$ cat config.mk
export PLATFORM = sky130hd
export DESIGN_NAME = ex_stage
export DESIGN_NICKNAME = d
export VERILOG_FILES = /design/src/rtl/rv_ex_pkg.sv /design/src/rtl/ex_shifter.sv /design/src/rtl/ex_stage.sv
export SDC_FILE = /design/constraint.sdc
export NUM_CORES = 1
export LEC_CHECK = 0
export CAP_MARGIN = 15
export CORE_MARGIN = 5
export CORE_UTILIZATION = 56
export DETAILED_ROUTE_END_ITERATION = 6
export PLACE_DENSITY = 0.79
export REMOVE_ABC_BUFFERS = 1
export SYNTH_ARGS = -nofsm -noshare
export SYNTH_HDL_FRONTEND = slang
export SYNTH_HIERARCHICAL = 1
export SYNTH_SLANG_ARGS = --single-unit
$ cat constraint.sdc
create_clock -name clk -period 8.8 [get_ports clk]
set_clock_uncertainty 0.15 [all_clocks]
set_input_delay 1.76 -clock clk [delete_from_list [all_inputs] [get_ports clk]]
set_output_delay 1.76 -clock clk [all_outputs]
set_load 0.005 [all_outputs]
$ cat src/rtl/rv_ex_pkg.sv
// Shared encodings and FSM state type for the execute stage.
package rv_ex_pkg;

  localparam logic [6:0] OP_LUI    = 7'b0110111;
  localparam logic [6:0] OP_AUIPC  = 7'b0010111;
  localparam logic [6:0] OP_JAL    = 7'b1101111;
  localparam logic [6:0] OP_JALR   = 7'b1100111;
  localparam logic [6:0] OP_BRANCH = 7'b1100011;
  localparam logic [6:0] OP_LOAD   = 7'b0000011;
  localparam logic [6:0] OP_STORE  = 7'b0100011;
  localparam logic [6:0] OP_IMM    = 7'b0010011;
  localparam logic [6:0] OP_REG    = 7'b0110011;

  // ALU funct3
  localparam logic [2:0] F3_ADD  = 3'b000;
  localparam logic [2:0] F3_SLL  = 3'b001;
  localparam logic [2:0] F3_SLT  = 3'b010;
  localparam logic [2:0] F3_SLTU = 3'b011;
  localparam logic [2:0] F3_XOR  = 3'b100;
  localparam logic [2:0] F3_SR   = 3'b101;
  localparam logic [2:0] F3_OR   = 3'b110;
  localparam logic [2:0] F3_AND  = 3'b111;

  // Branch funct3
  localparam logic [2:0] F3_BEQ  = 3'b000;
  localparam logic [2:0] F3_BNE  = 3'b001;
  localparam logic [2:0] F3_BLT  = 3'b100;
  localparam logic [2:0] F3_BGE  = 3'b101;
  localparam logic [2:0] F3_BLTU = 3'b110;
  localparam logic [2:0] F3_BGEU = 3'b111;

  // Load/store size funct3
  localparam logic [2:0] F3_B  = 3'b000;
  localparam logic [2:0] F3_H  = 3'b001;
  localparam logic [2:0] F3_W  = 3'b010;
  localparam logic [2:0] F3_D  = 3'b011;
  localparam logic [2:0] F3_BU = 3'b100;
  localparam logic [2:0] F3_HU = 3'b101;
  localparam logic [2:0] F3_WU = 3'b110;

  localparam logic [6:0] F7_BASE = 7'b0000000;
  localparam logic [6:0] F7_ALT  = 7'b0100000;

  typedef enum logic [1:0] {
    ST_IDLE  = 2'd0,
    ST_SHIFT = 2'd1,
    ST_DONE  = 2'd2
  } ex_state_e;

endpackage

$ cat src/rtl/ex_shifter.sv
// Iterative shifter: moves up to SHIFT_STEP bits per cycle until the
// remaining amount reaches zero. 'done' flags the cycle whose step finishes.
module ex_shifter #(
  parameter int XLEN       = 32,
  parameter int SHIFT_STEP = 1
) (
  input  logic                     clk,
  input  logic                     rst_n,
  input  logic                     load,
  input  logic                     start,
  input  logic [XLEN-1:0]          data,
  input  logic [$clog2(XLEN)-1:0]  amount,
  input  logic                     right,
  input  logic                     arith,
  output logic [XLEN-1:0]          result,
  output logic                     done
);

  localparam int AW = $clog2(XLEN);
  localparam logic [AW:0] STEP = (AW+1)'(SHIFT_STEP);

  logic [XLEN-1:0] data_q;
  logic [AW-1:0]   rem_q;
  logic            right_q;
  logic            arith_q;
  logic [AW:0]     step_amt;

  // Step size for this cycle: the full step, or whatever is left.
  always_comb begin
    step_amt = STEP;
    if ({1'b0, rem_q} < STEP) step_amt = {1'b0, rem_q};
    if (right_q) begin
      if (arith_q) result = $unsigned($signed(data_q) >>> step_amt);
      else         result = data_q >> step_amt;
    end else begin
      result = data_q << step_amt;
    end
    done = start && (rem_q != '0) && ({1'b0, rem_q} <= STEP);
  end

  // Operand capture on load, then one step per cycle while start is held.
  always_ff @(posedge clk) begin
    if (!rst_n) begin
      data_q  <= '0;
      rem_q   <= '0;
      right_q <= 1'b0;
      arith_q <= 1'b0;
    end else if (load) begin
      data_q  <= data;
      rem_q   <= amount;
      right_q <= right;
      arith_q <= arith;
    end else if (start && (rem_q != '0)) begin
      data_q <= result;
      rem_q  <= rem_q - step_amt[AW-1:0];
    end
  end

endmodule

$ cat src/rtl/ex_stage.sv
// Handshaked RV32I/RV64I execute stage with iterative shifts.
//
//   state    | meaning
//   ST_IDLE  | empty, ready for a bundle
//   ST_SHIFT | shifter iterating, input blocked
//   ST_DONE  | result valid, held until out_ready
module ex_stage
  import rv_ex_pkg::*;
#(
  parameter int XLEN       = 32,
  parameter int SHIFT_STEP = 1
) (
  input  logic            clk,
  input  logic            rst_n,
  input  logic            in_valid,
  output logic            in_ready,
  input  logic [31:0]     ir,
  input  logic [XLEN-1:0] imm,
  input  logic [XLEN-1:0] a,
  input  logic [XLEN-1:0] b,
  input  logic [XLEN-1:0] pc,
  output logic            out_valid,
  input  logic            out_ready,
  output logic [31:0]     ir_res,
  output logic [XLEN-1:0] alu_res,
  output logic            comp_res,
  output logic [XLEN-1:0] pc_res,
  output logic [XLEN-1:0] b_res,
  output logic            illegal
);

  localparam int AW = $clog2(XLEN);

  ex_state_e       state;
  logic [6:0]      opcode;
  logic [2:0]      f3;
  logic [6:0]      f7;
  logic [XLEN-1:0] op2;
  logic [XLEN-1:0] d_alu;
  logic [XLEN-1:0] d_pc;
  logic            d_comp;
  logic            d_illegal;
  logic            d_shift;
  logic            d_right;
  logic            d_arith;
  logic [AW-1:0]   d_shamt;
  logic            f7_ok;
  logic            accept;
  logic            sh_load;
  logic [XLEN-1:0] sh_result;
  logic            sh_done;
  logic            unused_bits;

  assign opcode      = ir[6:0];
  assign f3          = ir[14:12];
  assign f7          = ir[31:25];
  assign unused_bits = ^{ir[24:15], ir[11:7]};

  assign in_ready  = rst_n && ((state == ST_IDLE) || ((state == ST_DONE) && out_ready));
  assign out_valid = (state == ST_DONE);
  assign accept    = in_valid && in_ready;
  assign sh_load   = accept && d_shift && (d_shamt != '0);

  // Decode and single-cycle result for the bundle currently on the inputs.
  always_comb begin
    d_alu     = '0;
    d_comp    = 1'b0;
    d_pc      = pc + XLEN'(4);
    d_illegal = 1'b0;
    d_shift   = 1'b0;
    d_right   = 1'b0;
    d_arith   = 1'b0;
    op2       = (opcode == OP_REG) ? b : imm;
    d_shamt   = op2[AW-1:0];
    // RV64 immediate shifts carry shamt[5] in bit 25, so only six bits are funct.
    if ((opcode == OP_IMM) && (XLEN == 64))
      f7_ok = (ir[31:26] == 6'b000000) || (ir[31:26] == 6'b010000);
    else
      f7_ok = (f7 == F7_BASE) || (f7 == F7_ALT);

    case (opcode)
      OP_LUI:   d_alu = imm;
      OP_AUIPC: d_alu = pc + imm;
      OP_JAL: begin
        d_alu = pc + XLEN'(4);
        d_pc  = pc + imm;
      end
      OP_JALR: begin
        if (f3 == 3'b000) begin
          d_alu = pc + XLEN'(4);
          d_pc  = (a + imm) & ~XLEN'(1);
        end else begin
          d_illegal = 1'b1;
        end
      end
      OP_BRANCH: begin
        case (f3)
          F3_BEQ:  d_comp = (a == b);
          F3_BNE:  d_comp = (a != b);
          F3_BLT:  d_comp = ($signed(a) < $signed(b));
          F3_BGE:  d_comp = ($signed(a) >= $signed(b));
          F3_BLTU: d_comp = (a < b);
          F3_BGEU: d_comp = (a >= b);
          default: d_illegal = 1'b1;
        endcase
        if (d_comp) d_pc = pc + imm;
      end
      OP_LOAD: begin
        if ((f3 == F3_B) || (f3 == F3_H) || (f3 == F3_W) || (f3 == F3_BU) ||
            (f3 == F3_HU) || ((XLEN == 64) && ((f3 == F3_D) || (f3 == F3_WU))))
          d_alu = a + imm;
        else
          d_illegal = 1'b1;
      end
      OP_STORE: begin
        if ((f3 == F3_B) || (f3 == F3_H) || (f3 == F3_W) || ((XLEN == 64) && (f3 == F3_D)))
          d_alu = a + imm;
        else
          d_illegal = 1'b1;
      end
      OP_IMM, OP_REG: begin
        // For OP_IMM the upper bits are immediate except on shifts.
        if (((opcode == OP_REG) || (f3 == F3_SLL) || (f3 == F3_SR)) && !f7_ok) begin
          d_illegal = 1'b1;
        end else begin
          case (f3)
            F3_ADD:  d_alu = ((opcode == OP_REG) && ir[30]) ? a - op2 : a + op2;
            F3_SLT: begin
              d_comp = ($signed(a) < $signed(op2));
              d_alu  = XLEN'(d_comp);
            end
            F3_SLTU: begin
              d_comp = (a < op2);
              d_alu  = XLEN'(d_comp);
            end
            F3_XOR:  d_alu = a ^ op2;
            F3_OR:   d_alu = a | op2;
            F3_AND:  d_alu = a & op2;
            F3_SLL:  d_shift = 1'b1;
            default: begin
              d_shift = 1'b1;
              d_right = 1'b1;
              d_arith = ir[30];
            end
          endcase
        end
      end
      default: d_illegal = 1'b1;
    endcase

    if (d_illegal) begin
      d_alu   = '0;
      d_comp  = 1'b0;
      d_pc    = pc + XLEN'(4);
      d_shift = 1'b0;
    end
  end

  ex_shifter #(
    .XLEN       (XLEN),
    .SHIFT_STEP (SHIFT_STEP)
  ) u_shifter (
    .clk    (clk),
    .rst_n  (rst_n),
    .load   (sh_load),
    .start  (state == ST_SHIFT),
    .data   (a),
    .amount (d_shamt),
    .right  (d_right),
    .arith  (d_arith),
    .result (sh_result),
    .done   (sh_done)
  );

  // FSM and result registers; a zero-amount shift passes 'a' through directly.
  always_ff @(posedge clk) begin
    if (!rst_n) begin
      state    <= ST_IDLE;
      ir_res   <= '0;
      alu_res  <= '0;
      comp_res <= 1'b0;
      pc_res   <= '0;
      b_res    <= '0;
      illegal  <= 1'b0;
    end else if (accept) begin
      ir_res   <= ir;
      alu_res  <= d_shift ? a : d_alu;
      comp_res <= d_comp;
      pc_res   <= d_pc;
      b_res    <= b;
      illegal  <= d_illegal;
      state    <= sh_load ? ST_SHIFT : ST_DONE;
    end else if ((state == ST_SHIFT) && sh_done) begin
      alu_res <= sh_result;
      state   <= ST_DONE;
    end else if ((state == ST_DONE) && out_ready) begin
      state <= ST_IDLE;
    end
  end

endmodule

==> impl_results.md <==
- Outcome: finished, violations left
- Violated checks: DRC
- Post-route ant nets: 0
- Number of global-route vias before repair: 21900
- Number of synthesized flops with an enable pin: 0
- Fin nets: 3299
- Max-cap violations: 0
- Full die area: 38600 um2
- CTS Hold Bufs: 0
- Gate Count Post-Synth: 2762
- Vert. Die Dim: 196 um
- H-tree levels: 4
- Net Sw Frac: 0.393
- Final setup vio count: 0
- Critical path capture point type: flip-flop
- Clk_lat worst skew: 480 ps
- TritonCTS sink count: 171
- Top-Level Pins: 296
- Fill count: 2905
- Die Width: 196 um
- Utilization after layout: 0.673
- Netlist cell types: 97
- CTS tree: yes
- Cells along the critical path: clkdlybuf4s50_1, nand4b_1, nor2_1, nand2_2, a21oi_1, inv_1, ha_1, a21oi_1, a2111oi_2, a211oi_1, nand3_1, a31oi_1, o31ai_1, a2111oi_0, or3_1, a21oi_1, o211a_1
- Overall routing resource usage: 0.424
- Layout cells sized above 1: 0.0413
- Avg Synthesized Cell Area: 7.04 um2
- NetSw: 1100 uW
- Overall power: 2790 uW
- Post-CTS sizing: 0
- Synth async-reset ratio: 0
- Clock power share: 0.307
- Core Area: 34500 um2
- Top cells by area, synth: dfxtp_1, ha_1, a21oi_1
- Ys flop type: dfxtp_1
- Max-slew violations: 0
- DR iter-0 viols: 3684
- Post-Synthesis Cell Area: 19500 um2
- Cell area power density: 120 nW/um2
- Seq/Total Area, Yosys: 0.176
- CP peak stage delay: 630 ps
- Comb pwr share: 0.397
- Final min period: 7040 ps
- WS Path Type: input port to flip-flop
- Slowest CP cell: clkdlybuf4s50_1
- Worst Path Max Fanout: 28
- Worst slew pin tran: 1020 ps
- Buf/Inv on CP: 2
- CP Data Required Time: 9020 ps
- WL per Instance: 25.4 um
- Hold Fails Final Rpt: 0
- Peak Freq: 142 MHz
- Critical path arrival: 7260 ps
- Worst vdd ir: 0.162 mV
- CTS max path bufs: 2
- Synth top area share: 0.176
- Grt total ovfl: 0
- Area grow syn2layout: 19.3%
- TritonCTS buffer count: 17
- Dpl cell area: 22600 um2
- Starting Density: 0.564
- Final hold slack: 306 ps
- P_leak: 0.00934 uW
- Pint: 1700 uW
- Final WL: 86700 um
- Unrepaired setup endpoints after global routing: false
- Postcts setup bufs: 0
- Detail Placement HPWL: 66800 um
- Rel. slew slack: 0.318
- Tcrit/Tclk final: 0.800
- Yosys Warn Count: 6
- Cell with the most instances on the worst path: a21oi_1
- CP top delay family: compound AO/OA/AOI/OAI gates
- First-pass GRT wire length: 130000 um
- #FFs+latches synth: 171
- Via count: 23700
- Fin area: 23200 um2
- PortBufs: 295
- Startpoint Class: input port
- Worst Hold Class: flip-flop to flip-flop
- GP Congestion: 1.03
- First drt pass iteration count: 7
- Post-synth top area cell: dfxtp_1
- Drc violations: 1
- Initial antenna violation count: 2
- Largest net degree at the start of global routing: 70
- Reg power frac: 0.296
- Cell chosen for the clock root: clkbuf_16
- Cell Rows: 68
- Post-DR vias/cell: 6.95
- Clock transition at path regs: 80 ps
## cell usage after synthesis (all sizes together) (7+ instances only)
library cell  number
or2                8
buf               35
and2              19
a221oi            68
o21bai            15
nor3              51
dfxtp            171
a2111oi            7
nor2             246
a311oi             9
ha               192
nor2b             26
a21boi             7
a211oi            50
clkbuf           138
o211a             10
nor4              17
and3              12
xor2              49
a22oi             14
o21a              14
a221o             13
a21oi            331
a31oi             26
o311ai            36
o31ai             18
inv              156
o22ai              8
mux2i             56
nand2b            14
o21ai            189
o211ai            18
nand4             58
or3                8
o221ai            17
nand3             87
nand2            344
xnor2             70
a21o              68
## worst paths after layout
| check | startpoint | to | slack [ps] | cells past startpoint |
|---|---|---|---|---|
| max | ir[1] | alu_res[31]$_SDFFE_PN0P_ | 1760 | 17 |
| min | ir_res[4]$_SDFFE_PN0P_ | ir_res[4]$_SDFFE_PN0P_ | 310 | 2 |
| max reg2reg | state[1]$_SDFFE_PN0P_ | alu_res[3]$_SDFFE_PN0P_ | 4920 | 9 |
| min reg2reg | ir_res[4]$_SDFFE_PN0P_ | ir_res[4]$_SDFFE_PN0P_ | 310 | 2 |
## power by group through the flow
stage | logic [uW] | registers, uW | clock network (uW)
after global placement | 1030 | 842 | 0
after CTS | 1060 | 827 | 857
after floorplan | 620 | 844 | 0
final | 1110 | 827 | 856
after detailed placement | 1050 | 844 | 0
after global routing | 1180 | 830 | 891
## sequential cells by signal, indices dropped and copies added (netlist names)
register and flops:
u_shifter/data_q 32, alu_res 32, u_shifter/rem_q 5, u_shifter/arith_q 1, u_shifter/right_q 1, b_res 32
state 2, illegal 1, comp_res 1, ir_res 32, pc_res 32
## layer usage
metal	track usage	wire, um	vias to the layer above
met5	0	0	-
met4	0.137	3330	0
met3	0.117	13300	240
met2	0.611	34900	1868
met1	0.612	35100	11100
li1	-	-	10500
## logic make-up after synthesis
| group | Yosys count | share of synthesized area |
|---|---|---|
| flops | 171 | 0.176 |
| simple gates | 915 | 0.215 |
| compound gates | 974 | 0.331 |
| fa+ha+maj | 196 | 0.128 |
| buf+inv | 330 | 0.0674 |
| mux | 57 | 0.0294 |
| xor+xnor | 119 | 0.0536 |
## stage by stage
stage                     worst slack (ps)  setup TNS, ps  std cells
final                                 1760              0       3408
after global routing                  1320              0       3408
after CTS                             2010              0       3406
after detailed placement              1530              0       3374
after global placement                1660              0       3374
after floorplan                      -1340         -44450       2589
## worst min-delay path, cell delays in order (launching register included)
cell and delay (ps):
dfxtp_1 310, nand2_1 50, a21oi_1 50
## layout make-up
class	instances	area, um2	share of cell area
antenna	1	2.50	0.000108
clock buffer	21	480	0.0207
clock inverter	11	145	0.00626
inverter	157	591	0.0255
multi-input combinational	2261	14800	0.636
sequential	171	3420	0.148
tap	455	569	0.0245
timing repair buffer	331	3220	0.139
## placed cells by master, fill, tap and decap left out, types with 17 or more instances in the layout
| master | instances |
|---|---|
| xnor2_1 | 70 |
| o221ai_1 | 17 |
| o21ai_0 | 182 |
| nor2_1 | 245 |
| nor3_1 | 46 |
| a31oi_1 | 26 |
| nand3_1 | 86 |
| clkbuf_16 | 17 |
| a211oi_1 | 47 |
| a221oi_1 | 66 |
| clkdlybuf4s50_1 | 293 |
| buf_4 | 36 |
| a21oi_1 | 330 |
| mux2i_1 | 56 |
| xor2_1 | 49 |
| ha_1 | 192 |
| nor2b_1 | 26 |
| o31ai_1 | 17 |
| nand2_1 | 342 |
| a21o_1 | 67 |
| and2_1 | 17 |
| inv_1 | 156 |
| dfxtp_1 | 170 |
| o311ai_1 | 32 |
| nand4_1 | 56 |
No activity file was read; power rests on OpenSTA's default activity.
